--- src/rtl/rs232_pkg.sv ---
// Shared RS-232 definitions: transmit FSM encoding, 8N1 frame constants and the
// bit period that the 64-bit receiver and transmitter both use.
package rs232_pkg;

    typedef enum logic [2:0] {
        ST_IDLE,
        ST_START,
        ST_DATA,
        ST_STOP,
        ST_GAP
    } tx_state_e;

    localparam int   DATA_BITS        = 8;
    localparam int   BYTES_PER_BLOCK  = 8;
    localparam logic IDLE_LEVEL       = 1'b1;
    localparam int   BAUD_DIV_DEFAULT = 44;

endpackage

--- src/rtl/rs232_baud_tick.sv ---
// Bit-period down-counter: one-cycle tick every BAUD_DIV cycles, held off by clear.
// The first tick after clear drops comes BAUD_DIV cycles later; no backpressure.
module rs232_baud_tick
    import rs232_pkg::*;
#(
    parameter int BAUD_DIV = BAUD_DIV_DEFAULT
) (
    input  logic clk,
    input  logic rst,
    input  logic clear,
    output logic tick
);

    localparam int            CW   = (BAUD_DIV > 1) ? $clog2(BAUD_DIV) : 1;
    localparam logic [CW-1:0] LOAD = CW'(BAUD_DIV - 1);

    logic [CW-1:0] cnt_q, cnt_d;

    assign tick = (cnt_q == '0) && !clear;

    always_comb begin
        cnt_d = cnt_q - 1'b1;
        if (clear || tick) begin
            cnt_d = LOAD;
        end
    end

    always_ff @(posedge clk or negedge rst) begin
        if (!rst) begin
            cnt_q <= '0;
        end else begin
            cnt_q <= cnt_d;
        end
    end

endmodule

--- src/rtl/rs232_tx64.sv ---
// Serialises one 64-bit block as eight 8N1 frames, MSB byte and MSB bit first.
// Start bit on the cycle after acceptance; start is ignored while busy (no queueing).
module rs232_tx64
    import rs232_pkg::*;
#(
    parameter int BAUD_DIV = BAUD_DIV_DEFAULT,
    parameter int GAP_BITS = 0
) (
    input  logic        clk,
    input  logic        rst,
    input  logic        start,
    input  logic [63:0] data_in,
    output logic        tx,
    output logic        busy,
    output logic        done,
    output logic [2:0]  byte_idx
);

    localparam int            W         = DATA_BITS * BYTES_PER_BLOCK;
    localparam int            GW        = (GAP_BITS > 1) ? $clog2(GAP_BITS) : 1;
    localparam logic [GW-1:0] GAP_LAST  = GW'((GAP_BITS > 0) ? GAP_BITS - 1 : 0);
    localparam logic [2:0]    LAST_BIT  = 3'(DATA_BITS - 1);
    localparam logic [2:0]    LAST_BYTE = 3'(BYTES_PER_BLOCK - 1);

    tx_state_e     state_q, state_d;
    logic [W-1:0]  shift_q, shift_d;
    logic [2:0]    bit_q, bit_d;
    logic [2:0]    byte_q, byte_d;
    logic [GW-1:0] gap_q, gap_d;
    logic          tx_q, tx_d;
    logic          done_q, done_d;
    logic          tick;
    logic          byte_end;

    rs232_baud_tick #(
        .BAUD_DIV (BAUD_DIV)
    ) u_baud_tick (
        .clk   (clk),
        .rst   (rst),
        .clear (state_q == ST_IDLE),
        .tick  (tick)
    );

    always_comb begin
        state_d  = state_q;
        shift_d  = shift_q;
        bit_d    = bit_q;
        byte_d   = byte_q;
        gap_d    = gap_q;
        done_d   = 1'b0;
        byte_end = 1'b0;

        case (state_q)
            ST_IDLE: begin
                if (start) begin
                    shift_d = data_in;
                    byte_d  = '0;
                    bit_d   = '0;
                    state_d = ST_START;
                end
            end
            ST_START: begin
                if (tick) begin
                    bit_d   = '0;
                    state_d = ST_DATA;
                end
            end
            ST_DATA: begin
                // The whole block shifts, so the next byte's MSB is already on top.
                if (tick) begin
                    shift_d = {shift_q[W-2:0], 1'b0};
                    bit_d   = bit_q + 1'b1;
                    if (bit_q == LAST_BIT) begin
                        state_d = ST_STOP;
                    end
                end
            end
            ST_STOP: begin
                if (tick) begin
                    if (GAP_BITS > 0) begin
                        gap_d   = '0;
                        state_d = ST_GAP;
                    end else begin
                        byte_end = 1'b1;
                    end
                end
            end
            ST_GAP: begin
                if (tick) begin
                    if (gap_q == GAP_LAST) begin
                        byte_end = 1'b1;
                    end else begin
                        gap_d = gap_q + 1'b1;
                    end
                end
            end
            default: state_d = ST_IDLE;
        endcase

        if (byte_end) begin
            if (byte_q == LAST_BYTE) begin
                done_d  = 1'b1;
                state_d = ST_IDLE;
            end else begin
                byte_d  = byte_q + 1'b1;
                state_d = ST_START;
            end
        end

        // Line level follows the next state so tx changes on the same edge as the FSM.
        case (state_d)
            ST_START: tx_d = 1'b0;
            ST_DATA:  tx_d = shift_d[W-1];
            default:  tx_d = IDLE_LEVEL;
        endcase
    end

    always_ff @(posedge clk or negedge rst) begin
        if (!rst) begin
            state_q <= ST_IDLE;
            shift_q <= '0;
            bit_q   <= '0;
            byte_q  <= '0;
            gap_q   <= '0;
            tx_q    <= IDLE_LEVEL;
            done_q  <= 1'b0;
        end else begin
            state_q <= state_d;
            shift_q <= shift_d;
            bit_q   <= bit_d;
            byte_q  <= byte_d;
            gap_q   <= gap_d;
            tx_q    <= tx_d;
            done_q  <= done_d;
        end
    end

    assign tx       = tx_q;
    assign busy     = (state_q != ST_IDLE);
    assign done     = done_q;
    assign byte_idx = byte_q;

endmodule

--- config.mk ---
export PLATFORM = sky130hd
export DESIGN_NAME = rs232_tx64
export DESIGN_NICKNAME = d
export VERILOG_FILES = /design/src/rtl/rs232_pkg.sv /design/src/rtl/rs232_baud_tick.sv /design/src/rtl/rs232_tx64.sv
export SDC_FILE = /design/constraint.sdc
export NUM_CORES = 1
export LEC_CHECK = 0
export BUFFER_PORTS_ARGS = -buffer_cell sky130_fd_sc_hd__buf_2
export CORE_MARGIN = 3
export CORE_UTILIZATION = 37
export DETAILED_ROUTE_END_ITERATION = 8
export PLACE_DENSITY_LB_ADDON = 0.25
export SETUP_SLACK_MARGIN = 0.1
export SLEW_MARGIN = 20
export SYNTH_ARGS = -nofsm -noshare
export SYNTH_HDL_FRONTEND = slang
export SYNTH_SLANG_ARGS = --single-unit
--- constraint.sdc ---
create_clock -name clk -period 2.24 [get_ports clk]
set_input_delay 0.112 -clock clk [delete_from_list [all_inputs] [get_ports clk]]
set_output_delay 0.112 -clock clk [all_outputs]
set_load 0.03 [all_outputs]
==> summary.md <==
| Metric | Value |
|---|---|
| Internal power | 2.30 mW |
| Final worst slack | 241 ps |
| Crit-path max cell delay | 490 ps |
| Post-DP Area | 4100 µm² |
| Endpoints failing setup | 0 |
| Chip Height | 104 µm |
| Num CTS Buffers | 9 |
| Total chip power | 2.92 mW |
| Crit path max fanout | 8 |
| Die ar. | 10900 µm² |
| Area growth, synth to finish | 35.2% |
| CP cell instances | inv_1 -> ha_1 -> or4b_4 -> a2111o_1 -> o31a_1 -> a41oi_2 |
| Clock Power Share | 39.5% |
| Top delay family on crit path | compound AO/OA/AOI/OAI gates |
| Cell taking the most area after synthesis | dfrtp_1 |
| EDFF count, synth | 0 |
| Clock Latency Late Sink | 340 ps |
| Switching part of the total | 21.1% |
| Starting density of the core | 38.4% |
| Status | finished, final reports clean |
| Port Buffers | 72 |
| Final period util | 89.3% |
| Ys Warns | 0 |
| Area of the mapped netlist | 3570 µm² |
| P_sw | 615 µW |
| Total GRT Usage | 15.3% |
| Part of the power in registers | 53.2% |
| Crit end category | flip-flop |
| Core ar. | 9280 µm² |
| Hold_ws | 20.6 ps |
| Worst VDD drop | 0.318 mV |
| Sequential-to-total area share from yosys stat | 56.9% |
| Kind of critical path | flip-flop to flip-flop |
| Syn_area_per_cell | 9.72 µm² |
| DRT Pass-1 Iters | 4 |
| Met2 usage | 24.6% |
| 1st-iter DRT viols | 155 |
| Sink Count | 81 |
| Maxcap violations | 0 |
| Critical path arrival | 2260 ps |
| Fin nets | 557 |
| TritonCTS clock tree | done |
| Clock-pin slew on the worst setup and hold paths | 80 ps |
| Grt peak-use layer | met2 |
| Row count | 35 |
| Top_reg_cell synth | dfrtp_1 |
| Die width | 104 µm |
| Fin util | 51.9% |
| Top cell type's share of synthesized area | 56.1% |
| Synth unique cells | 36 |
| IO Count | 73 |
| Hold Vio Cnt, Final | 0 |
| Layout cells sized above 1 | 21.0% |
| Drt drc | 0 |
| Main area contributors after synthesis | dfrtp_1, nand2_1, a22oi_1 |
| Register bit count reported by yosys | 81 |
| Worst Setup Start Kind | flip-flop |
| Total number of vias | 2981 |
| Bufs and invs on worst path | 1 |
| Diodes inserted | 0 |
| Pin count of the biggest net entering global routing | 65 |
| Final worst path period need | 2000 ps |
| Leak pwr | 2.44 nW |
| Placed Cells | 553 |
| GR Util met1 | 21.0% |
| Wirelength per Cell | 12.7 µm |
| CTS H-tree depth | 3 |
| Layout Cells excl Fill | 619 |
| Max_slew headroom | 66.0% |
| Post-CTS repair timing setup buffer count | 0 |
| Dpl hpwl | 5.08 mm |
| Max Clock Freq | 0.500 GHz |
| First-pass GRT wire length | 13.9 mm |
| TNS Setup | 0 ps |
| WP data required | 2500 ps |
| Grt met3 use | 3.23% |
| Filler cells | 856 |
| Worst slack, placed | 256 ps |
| Worst-Margin Slew | 506 ps |
| CP max stage cell | or4b_4 |
| PostCTS Resize Cnt | 0 |
| Post-route cell area | 4820 µm² |
| Worst min path class | input pin to flip-flop |
| PD cells | 605 nW/µm² |
| Clk buf depth | 2 |
| Total grt overflow | 0 |
| Wirelength, routed | 7.88 mm |
| Post-Route Skew | 10.5 ps |
| CTS Root Cell | clkbuf_8 |
| Final max-slew violation count | 0 |
| Asr flop ratio synth | 100% |
| Antenna violations before repair | 0 |
| RSZ-0062 raised after global routing | false |
| Cell count after synthesis | 367 |
| Drt via density | 4.82 |
| Vias in the first global route | 3056 |
| Syn nets | 439 |
| Antenna-violating nets left | 0 |
| Gp weighted congestion | 0.758 |
| Logic pwr share | 7.3% |
logic make-up after synthesis:
| group | share of synthesized area (%) |
|---|---|
| and+or+nand+nor | 19.2 |
| DFF | 56.9 |
| AOI/OAI and AO/OA | 16.9 |
| adders and majority gates | 1.75 |
| muxes | 0.316 |
| xor gates and xnor gates | 0.983 |
| buffers and inverters | 3.93 |
flip-flops by register name, indices dropped and copies added, names as in the netlist:
| signal | count |
|---|---|
| u_baud_tick.cnt_q | 6 |
| state_q | 3 |
| bit_q | 3 |
| tx | 1 |
| byte_idx | 3 |
| done | 1 |
| shift_q | 64 |
final timing paths:
| check | from | to | slack [ps] | depth (start not counted) |
|---|---|---|---|---|
| setup / recovery | u_baud_tick.cnt_q[0] | tx | 240 | 6 |
| hold / removal | data_in[2] | shift_q[2] | 20 | 3 |
| setup reg to reg | u_baud_tick.cnt_q[0] | tx | 240 | 6 |
| hold reg to reg | u_baud_tick.cnt_q[0] | u_baud_tick.cnt_q[0] | 460 | 1 |
| max in group asynchronous | rst | shift_q[1] | 1360 | 3 |
| min in group asynchronous | rst | shift_q[27] | 290 | 2 |
synthesized netlist by cell type (3+ instances only):
library cell and number:
xnor2_1 3, o21ai_0 7, clkbuf_1 8, nand2_1 137
nor3_1 3, a22oi_1 63, nor2_1 7, nand3_1 3
dfrtp_1 80, ha_1 5, buf_2 13, inv_1 8
and3_1 3
timing repair:
| action | 4_1_cts | 5_1_grt |
|---|---|---|
| hold buffers | 50 | 0 |
| endpoints found under the hold margin | 87 | 0 |
| endpoints found under the setup margin | 0 | 0 |
layout make-up:
class	instances	area, µm²	share of cell area (%)
tap	129	161	3.35
multi-input combinational	255	1420	29.5
clock buffer	11	141	2.93
inverter	8	30.0	0.623
timing repair buffer	130	961	19.9
clock inverter	5	78.8	1.64
sequential	81	2030	42.1
worst register-to-register path: stages, from the launching register on:
cell      delay, ps
dfrtp_1         390
inv_1            60
ha_1            210
or4b_4          490
a2111o_1        430
o31a_1          180
a41oi_2         160
power by group through the flow:
stage,clock [mW],sequential (mW),combinational [mW]
floorplan,0,1.57,0.0443
global placement,0,1.58,0.147
detailed placement,0,1.58,0.151
CTS,1.20,1.55,0.218
global route,1.26,1.56,0.245
finish,1.15,1.55,0.213
per-layer routing:
layer / up-vias / share of wire, %
li1: 1504 / -
met1: 1405 / 50
met2: 64 / 45
met3: 8 / 4.0
met4: 0 / 1.1
met5: - / 0
cells in the final DEF (no fill, tap or decap), types with 2 or more instances in the layout:
cell,n
bufinv_16,2
xnor2_1,3
o21ai_0,7
inv_1,8
nor4b_2,2
and3_1,2
nand3b_1,2
buf_4,6
clkinv_2,2
nor2b_1,2
dlygate4sd3_1,50
dfrtp_1,80
nand2_1,137
nor2_1,7
clkbuf_8,10
o31ai_1,2
buf_2,71
nor3_1,3
buf_12,3
a211oi_1,2
ha_1,5
nand3_1,3
a22oi_1,63
Power figures use the tool's default switching activity.
